<file path="src/rtl/project_switch_ctrl.sv">
`default_nettype none
// ============================================================================
// Module      : project_switch_ctrl
// Description : Wishbone-programmable selector for the active user project.
//               It owns one config register and sequences every switch:
//               drain the bus, isolate the IOs, hold all projects in reset,
//               change the select, then release the new project.
//               Optional sticky lock: define PROJECT_SWITCH_LOCK_EN.
// Revision    : 1.0 - initial release
// ============================================================================
module project_switch_ctrl #(
    parameter int          USER_PROJECTS = 4,
    parameter int          SEL_BITS      = $clog2(USER_PROJECTS),
    parameter logic [31:0] CFG_ADDRESS   = 32'h300F_FFFC,
    parameter int          GUARD_CYCLES  = 8,
    parameter int          RST_CYCLES    = 4,
    parameter int          DRAIN_TIMEOUT = 256
) (
    input  logic                     wb_clk_i,
    input  logic                     wb_rst_i,
    input  logic                     wbs_stb_i,
    input  logic                     wbs_cyc_i,
    input  logic                     wbs_we_i,
    input  logic [3:0]               wbs_sel_i,
    input  logic [31:0]              wbs_dat_i,
    input  logic [31:0]              wbs_adr_i,
    output logic                     cfg_hit_o,
    output logic                     cfg_ack_o,
    output logic [31:0]              cfg_dat_o,
    output logic [SEL_BITS-1:0]      active_sel_o,
    output logic [USER_PROJECTS-1:0] proj_rst_o,
    output logic                     io_isolate_o,
    output logic                     switch_busy_o,
    output logic                     switch_irq_o
);

    // One shared counter times DRAIN, ISOLATE and RESET; size it for the longest.
    localparam int c_MAX_GR  = (GUARD_CYCLES > RST_CYCLES) ? GUARD_CYCLES : RST_CYCLES;
    localparam int c_CNT_MAX = (DRAIN_TIMEOUT > c_MAX_GR) ? DRAIN_TIMEOUT : c_MAX_GR;
    localparam int c_CW      = $clog2(c_CNT_MAX) + 1;

    localparam logic [c_CW-1:0]          c_DRAIN_LAST = c_CW'(DRAIN_TIMEOUT - 1);
    localparam logic [c_CW-1:0]          c_GUARD_LAST = c_CW'(GUARD_CYCLES - 1);
    localparam logic [c_CW-1:0]          c_RST_LAST   = c_CW'(RST_CYCLES - 1);
    localparam logic [7:0]               c_NPROJ      = 8'(USER_PROJECTS);
    localparam logic [USER_PROJECTS-1:0] c_ONE        = {{(USER_PROJECTS-1){1'b0}}, 1'b1};

    typedef enum logic [2:0] {
        S_IDLE    = 3'd0,
        S_DRAIN   = 3'd1,
        S_ISOLATE = 3'd2,
        S_RESET   = 3'd3,
        S_RELEASE = 3'd4
    } state_t;

    state_t              r_state;
    state_t              w_state_nxt;
    logic [c_CW-1:0]     r_cnt;
    logic                r_ack;
    logic [SEL_BITS-1:0] r_active_sel;
    logic [SEL_BITS-1:0] r_target;
    logic [SEL_BITS-1:0] r_pend_target;
    logic                r_pending;
    logic                r_err;

    logic                w_acc;
    logic                w_wr_cycle;
    logic                w_sel_req;
    logic [7:0]          w_wdat8;
    logic [SEL_BITS-1:0] w_wdat;
    logic                w_in_range;
    logic                w_sel_ok;
    logic                w_sel_bad;
    logic                w_lock;
    logic                w_lock_set;
    logic                w_start;
    logic [SEL_BITS-1:0] w_start_tgt;
    logic                w_unused;

    // Config decode does not depend on the switch state.
    assign cfg_hit_o  = (wbs_adr_i == CFG_ADDRESS);
    assign w_acc      = wbs_stb_i & wbs_cyc_i & cfg_hit_o;
    // Writes commit at the end of the ack cycle while the master still holds the request.
    assign w_wr_cycle = r_ack & w_acc & wbs_we_i;
    assign w_sel_req  = w_wr_cycle & wbs_sel_i[0];
    // The select field is the whole low byte so out-of-range values are visible.
    assign w_wdat8    = wbs_dat_i[7:0];
    assign w_wdat     = w_wdat8[SEL_BITS-1:0];
    assign w_in_range = (w_wdat8 < c_NPROJ);
    assign w_sel_ok   = w_sel_req & w_in_range & ~w_lock;
    assign w_sel_bad  = w_sel_req & ~(w_in_range & ~w_lock);
    assign w_unused   = ^{wbs_sel_i[3:1], wbs_dat_i[31:8]};

    assign cfg_ack_o    = r_ack;
    assign active_sel_o = r_active_sel;

`ifdef PROJECT_SWITCH_LOCK_EN
    logic r_lock;
    assign w_lock_set = w_wr_cycle & wbs_sel_i[2] & wbs_dat_i[16];
    assign w_lock     = r_lock;

    // Sticky lock: only a bus reset clears it.
    always_ff @(posedge wb_clk_i) begin
        if (wb_rst_i) begin
            r_lock <= 1'b0;
        end else if (w_lock_set) begin
            r_lock <= 1'b1;
        end
    end
`else
    assign w_lock_set = 1'b0;
    assign w_lock     = 1'b0;
`endif

    // Single-cycle ack, forced low for a cycle between back-to-back accesses.
    always_ff @(posedge wb_clk_i) begin
        if (wb_rst_i) begin
            r_ack <= 1'b0;
        end else begin
            r_ack <= w_acc & ~r_ack;
        end
    end

    // Next-state logic and switch-start decision.
    always_comb begin
        w_state_nxt = r_state;
        w_start     = 1'b0;
        w_start_tgt = w_wdat;
        case (r_state)
            S_IDLE: begin
                if (w_sel_ok) begin
                    // A live write supersedes any pending request.
                    if (w_wdat != r_active_sel) begin
                        w_start     = 1'b1;
                        w_start_tgt = w_wdat;
                    end
                end else if (r_pending && !w_lock_set && (r_pend_target != r_active_sel)) begin
                    w_start     = 1'b1;
                    w_start_tgt = r_pend_target;
                end
                if (w_start) begin
                    w_state_nxt = S_DRAIN;
                end
            end
            S_DRAIN: begin
                if (!wbs_cyc_i || (r_cnt == c_DRAIN_LAST)) begin
                    w_state_nxt = S_ISOLATE;
                end
            end
            S_ISOLATE: begin
                if (r_cnt == c_GUARD_LAST) begin
                    w_state_nxt = S_RESET;
                end
            end
            S_RESET: begin
                if (r_cnt == c_RST_LAST) begin
                    w_state_nxt = S_RELEASE;
                end
            end
            S_RELEASE: begin
                w_state_nxt = S_IDLE;
            end
            default: begin
                w_state_nxt = S_IDLE;
            end
        endcase
    end

    // State register and per-state cycle counter (cleared on every transition).
    always_ff @(posedge wb_clk_i) begin
        if (wb_rst_i) begin
            r_state <= S_IDLE;
            r_cnt   <= '0;
        end else begin
            r_state <= w_state_nxt;
            if ((w_state_nxt != r_state) || (r_state == S_IDLE)) begin
                r_cnt <= '0;
            end else begin
                r_cnt <= r_cnt + 1'b1;
            end
        end
    end

    // Target capture; the visible select changes only when RESET is entered.
    always_ff @(posedge wb_clk_i) begin
        if (wb_rst_i) begin
            r_target     <= '0;
            r_active_sel <= '0;
        end else begin
            if (w_start) begin
                r_target <= w_start_tgt;
            end
            if ((r_state == S_ISOLATE) && (w_state_nxt == S_RESET)) begin
                r_active_sel <= r_target;
            end
        end
    end

    // Pending request and error flag bookkeeping.
    always_ff @(posedge wb_clk_i) begin
        if (wb_rst_i) begin
            r_pending     <= 1'b0;
            r_pend_target <= '0;
            r_err         <= 1'b0;
        end else begin
            if (r_state == S_IDLE) begin
                r_pending <= 1'b0;
            end else if (w_sel_ok) begin
                r_pending     <= 1'b1;
                r_pend_target <= w_wdat;
            end
            if (w_lock_set) begin
                r_pending <= 1'b0;
            end
            if (w_sel_bad) begin
                r_err <= 1'b1;
            end else if (w_sel_ok) begin
                r_err <= 1'b0;
            end
        end
    end

    // State-decoded outputs: isolation spans ISOLATE through RELEASE.
    always_comb begin
        switch_busy_o = (r_state != S_IDLE);
        io_isolate_o  = 1'b0;
        switch_irq_o  = 1'b0;
        proj_rst_o    = ~(c_ONE << r_active_sel);
        case (r_state)
            S_ISOLATE, S_RESET: begin
                io_isolate_o = 1'b1;
                proj_rst_o   = '1;
            end
            S_RELEASE: begin
                io_isolate_o = 1'b1;
                switch_irq_o = 1'b1;
                proj_rst_o   = ~(c_ONE << r_target);
            end
            default: begin
            end
        endcase
    end

    // Config readback image.
    always_comb begin
        cfg_dat_o                 = '0;
        cfg_dat_o[SEL_BITS-1:0]   = r_active_sel;
        cfg_dat_o[8]              = switch_busy_o;
        cfg_dat_o[9]              = r_pending;
        cfg_dat_o[10]             = r_err;
        cfg_dat_o[16]             = w_lock;
    end

endmodule
`default_nettype wire
</file>
<file path="config.mk">
export PLATFORM = sky130hd
export DESIGN_NAME = project_switch_ctrl
export DESIGN_NICKNAME = d
export VERILOG_FILES = /design/src/rtl/project_switch_ctrl.sv
export SDC_FILE = /design/constraint.sdc
export NUM_CORES = 1
export LEC_CHECK = 0
export BUFFER_PORTS_ARGS = -buffer_cell sky130_fd_sc_hd__buf_2
export CAP_MARGIN = 5
export CORE_MARGIN = 3
export CORE_UTILIZATION = 36
export CTS_CLUSTER_SIZE = 40
export DETAILED_ROUTE_END_ITERATION = 8
export PLACE_DENSITY = 0.77
export REMOVE_ABC_BUFFERS = 1
export SLEW_MARGIN = 5
export SYNTH_ARGS = -nofsm -noshare
export SYNTH_HDL_FRONTEND = slang
export SYNTH_SLANG_ARGS = --single-unit
</file>
<file path="constraint.sdc">
create_clock -name wb_clk_i -period 2.11 [get_ports wb_clk_i]
set_input_delay 0.633 -clock wb_clk_i [delete_from_list [all_inputs] [get_ports wb_clk_i]]
set_output_delay 0.633 -clock wb_clk_i [all_outputs]
set_load 0.005 [all_outputs]
</file>
Word level (Yosys, flattened, before mapping)
Cells that the tools add are included.
{"block": "totals", "out_inout_bits": 43, "regBits": 21}
{"block": "op_classes", "eq_ne": 12, "mux": 18, "n_shift": 2, "order_cmp": 1, "n_reduce_logical": 13, "addsub": 1, "bitwise_logic": 13}
{"op": "$eq A32 B30 Y1 const B", "count": 1}
{"op": "$mux W3", "count": 4}
{"op": "$pmux W3 S4", "count": 1}
{"op": "$add A9 B1 Y9 const B", "count": 1}
{"op": "$eq A3 B2 Y1 const B", "count": 3}
{"op": "$eq A9 B2 Y1 const B", "count": 1}
{"op": "$eq A9 B3 Y1 const B", "count": 1}
{"op": "$eq A9 B8 Y1 const B", "count": 1}
{"op": "$mux W1", "count": 9}
{"op": "$and A1 B1 Y1", "count": 8}
{"op": "$lt A8 B3 Y1 const B", "count": 1}
{"op": "$not A4 Y4", "count": 2}
{"op": "$pmux W4 S2", "count": 1}
{"op": "$shl A1 B2 Y4 const A", "count": 2}
{"op": "$mux W2", "count": 3}
{"op": "$reduce_or A2 Y1", "count": 3}
{"op": "$ne A2 B2 Y1", "count": 2}
{"op": "$eq A3 B1 Y1 const B", "count": 1}
{"op": "$eq A3 B3 Y1 const B", "count": 1}
{"op": "$logic_not A3 Y1", "count": 1}
{"op": "$ne A3 B3 Y1", "count": 1}
{"op": "$not A1 Y1", "count": 3}
{"op": "$reduce_bool A3 Y1", "count": 1}
{"op": "$reduce_or A3 Y1", "count": 1}
{"op": "other kinds (5)", "count": 7}

Longest topological paths before layout
{"block": "depth", "depth_word": 13, "mapped_depth": 11}

Least setup slack after synthesis
OpenSTA, ideal clock, no wires.
{"block": "synth_timing", "path_type": "register to register", "startpoint": "register r_cnt[0]", "endpoint": "register r_cnt[3]", "required_ps": 2032, "slack_ps": 43, "n_path_buf": 1, "arrival_time_ps": 1990, "period_less_slack_ps": 2067, "path_stages_with_launch": 12, "cell_sequence": "dfxtp_1 > ha_1 > nand3_1 > nor2_1 > and3_1 > ha_1 > nor2b_1 > and3b_1 > a21oi_1 > or3_1 > buf_2 > nor3_1"}
{"block": "synth_between", "elab_chain_cells": 7, "elab_cells_between_ends": 12}
{"element": "start: declaration", "line": "58", "rtl": "logic [c_CW-1:0] r_cnt;"}
{"element": "start signal: assignment", "line": "179", "rtl": "r_cnt <= r_cnt + 1'b1;"}
{"element": "$eq A9 B8 Y1", "line": "146", "rtl": "if (!wbs_cyc_i || (r_cnt == c_DRAIN_LAST)) begin"}
{"element": "$logic_or A1 B1 Y1", "line": "146"}
{"element": "$mux W3", "line": "146"}
{"element": "$pmux W3 S4", "line": "129", "rtl": "case (r_state)"}
{"element": "$ne A3 B3 Y1", "line": "176", "rtl": "if ((w_state_nxt != r_state) || (r_state == S_IDLE)) begin"}
{"element": "$logic_or A1 B1 Y1", "line": "176"}
{"element": "$reduce_or A2 Y1 (no source line)"}
Parallel ways exist; a longest one is shown, timed or not.
A chain may end at the register's enable or synchronous reset.

Worst setup path in the final report
{"block": "layout_timing", "startpoint": "input wbs_adr_i[21]", "endpoint": "output cfg_hit_o"}
{"block": "layout_between", "elab_chain_cells": 1}
{"element": "start: declaration", "line": "26", "rtl": "input logic [31:0] wbs_adr_i,"}
{"element": "$eq A32 B30 Y1", "line": "81", "rtl": "assign cfg_hit_o = (wbs_adr_i == CFG_ADDRESS);"}
{"element": "end: declaration", "line": "27", "rtl": "output logic cfg_hit_o,"}
Every way passes these cells.

==> metrics.log <==
INFO  metric timing.critical_path.required = 1480 ps
INFO  metric post_cts_buffers = 0
INFO  metric max_cap_violations = 0
INFO  metric gp_congestion = 0.782
INFO  metric synthMuxAreaShare = 2.78%
INFO  metric critical-path-top-delay-family = simple AND/OR/NAND/NOR gates
INFO  metric commonest_non_fill_non_tap_cells_in_the_layout = 57 x buf_2, 27 x conb_1, 18 x dfxtp_1, 15 x buf_4, 12 x nand2_1
INFO  metric finalCoreUtilization = 51.4%
INFO  metric worst-endpoint-arrival = 1550 ps
INFO  metric synth-simple-area-share = 28.9%
INFO  metric port_bufs = 61
INFO  metric leak_pwr = 0.895 nW
INFO  metric total_power_consumption_of_the_routed_design = 0.000747 W
INFO  metric fin_ws = -70.7 ps
INFO  metric antenna_found_initial = 0
INFO  metric setup_repair_after_global_routing_missed_its_margin = yes
INFO  metric design.core.area = 3830 um^2
INFO  metric via_count = 1428
INFO  metric worst_hold_slack = 460 ps
INFO  metric compound_gate_portion_of_the_synthesized_area = 11.6%
INFO  metric wl_per_cell = 12.7 um
INFO  metric place.detailed.hpwl = 2.87 mm
INFO  metric worstHoldPathType = flop to flop
INFO  metric min_period = 2180 ps
INFO  metric ys_types = 46
INFO  metric yosys_register_bits = 21
INFO  metric worstPathBufferInverterCount = 2
INFO  metric floorplan.die.height = 70.3 um
INFO  metric numCtsBuffers = 3
INFO  metric vias_per_cell = 4.84
INFO  metric worst_skew_pair.late_latency = 270 ps
INFO  metric yosys.area_share.xor_xnor = 5.89%
INFO  metric antennaDiodeCount = 0
INFO  metric crit_path_cell_trace = buf_2 > nor4bb_1 > and4_1 > and2_4 > buf_6
INFO  metric detail_route.wirelength = 3.76 mm
INFO  metric maximum_clock_insertion_buffer_count = 2
INFO  metric place_worst_setup_slack = -103 ps
INFO  metric num-nets-final = 323
INFO  metric power.density = 380 nW/um^2
INFO  metric cts_tree = built
INFO  metric leading_cell_type_in_the_layout_fill_and_taps_excluded = buf_2
INFO  metric critical_path_class = input port to primary output
INFO  metric cts_root_buf = clkbuf_8
INFO  metric detail_route.drc_violations = 0
INFO  metric fmax = 459 MHz
INFO  metric vdd.ir_drop.worst = 0.168 mV
INFO  metric failed_checks = negative setup slack
INFO  metric setup.worst_path.start_class = input port
INFO  metric boundaryPins = 116
INFO  metric final_hold_viol_count = 0
INFO  metric worst_setup_hold_path_clk_slew = 80 ps
INFO  metric number_of_warnings_reported_in_the_yosys_synthesis_log = 0
INFO  metric initial_utilization = 38.9%
INFO  metric fp-row-count = 22
INFO  metric layoutNonFillerInstCount = 295
INFO  metric synth_seq_area_share = 28.3%
INFO  metric adder_and_majority_cell_fraction_of_the_synthesized_area = 1.68%
INFO  metric cp_max_fo = 2
INFO  metric final_worst_path_period_share = 103%
INFO  metric finClkSkew = 4.23 ps
INFO  metric place.detailed.instances = 290
INFO  metric category_of_the_worst_setup_path_capture_point = primary output
INFO  metric htree_levels = 1
INFO  metric status = finished, violations left
INFO  metric postSynthAreaPerCell = 8.40 um^2
INFO  metric critical-path-slowest-cell = nor4bb_1
INFO  metric setup_viol_count_final = 1
INFO  metric antenna_violating_nets_post_route = 0
INFO  metric drt_first_iter_violations = 48
INFO  metric maximum_number_of_pins_on_one_net_before_global_route_repair = 15
INFO  metric syn2layout_area_growth = 32.2%
INFO  metric cts.sinks = 21
INFO  metric crit_path_max_incr_delay = 310 ps
INFO  metric drt_first_pass_iters = 4
INFO  metric overflow = 0
INFO  metric synth_top_family_by_area = simple AND/OR/NAND/NOR gates
INFO  metric design.die.area = 4940 um^2
INFO  metric die_extent_in_x = 70.3 um
INFO  metric number_of_standard_cells_after_synthesis = 177
INFO  metric final_layout_size_suffix_gt1_share = 44.1%
INFO  metric synth.cell_area = 1490 um^2
INFO  metric maxSlewViolCount = 0
INFO  metric grt_usage = 15.0%
INFO  metric grt_pass1_vias = 1377
INFO  metric grt_pass1_wl = 6.11 mm
## cell families after synthesis
| family | after synthesis |
|---|---|
| and+or+nand+nor | 69 |
| xor gates and xnor gates | 10 |
| AOI/OAI and AO/OA | 24 |
| DFF | 21 |
| muxes | 4 |
| other | 1 |
| buffers and inverters | 46 |
| adders and majority gates | 2 |
## cell usage after synthesis (all sizes together)
cell type,instances,area (um^2)
buf,36,269
nor4,4,52.6
and2,1,6.26
nor3b,3,22.5
o21ai,2,10.0
xnor2,7,61.3
xor2,3,26.3
a311oi,1,8.76
nor2,11,41.3
dfxtp,21,420
nand4,8,56.3
nand3,4,20.0
conb,1,3.75
nor4bb,1,10.0
o31a,1,8.76
nand2b,1,6.26
mux2i,3,30.0
and3,3,18.8
a211oi,2,15.0
a21boi,2,15.0
nand2,12,45.0
nand4b,1,8.76
a41oi,1,8.76
and3b,1,8.76
o32a,2,20.0
nor3,8,45.0
mux2,1,11.3
and4,4,37.5
a21oi,8,43.8
a31oi,3,25.0
nor4b,3,26.3
a32oi,2,17.5
inv,9,33.8
nor2b,3,18.8
ha,2,25.0
clkbuf,1,3.75
or3,1,6.26
## registers in the layout, indices dropped and copies added, names as in the netlist
signal         flops
active_sel_o       2
cfg_ack_o          1
r_cnt              9
r_err              1
r_pend_target      2
r_pending          1
r_state            3
r_target           2
## path summary, 6_finish.rpt
path                       from         to  slack (ps)  cells after the start
setup / recovery  wbs_adr_i[21]  cfg_hit_o         -70                      5
hold / removal        cfg_ack_o  cfg_ack_o         460                      1
setup reg to reg       r_cnt[1]   r_cnt[1]          90                     10
hold reg to reg       cfg_ack_o  cfg_ack_o         460                      1
## power breakdown
part	internal (W)	switching [W]	leakage, nW
registers	0.000396	0.00000000000000142	0.171
logic	0.0000413	0.0000400	0.701
clock network	0.000135	0.000135	0.0228
## final cells by class
type	instances	area [um^2]
clock buffer	4	45.0
fill	385	1860
inverter	9	33.8
multi-input combinational	137	961
sequential	21	424
tap	48	60.1
timing repair buffer	76	443
## through the flow
stage	instance area [um^2]	setup TNS (ps)
global placement	1790	-336
global route	1970	-153
floorplan	1310	0
detailed placement	1790	-519
CTS	1890	0
finish	1970	-70.7
## timing repair
item | 4_1_cts | 5_1_grt
cloned | 1 | 0
endpoints found under the setup margin | 10 | 10
hold buffers | 0 | 0
pin swaps | 3 | 10
hold endpoints to repair | 0 | 0
gates resized for setup | 9 | 19
## layer usage
layer / global-route usage, % / wire length, um / vias to the layer above
met4: 6.60 / 84 / 0
met5: 0 / 0 / -
li1: - / - / 713
met1: 18.2 / 1580 / 654
met2: 25.6 / 1840 / 54
met3: 2.88 / 250 / 7
(Power assumes the default switching activity.)
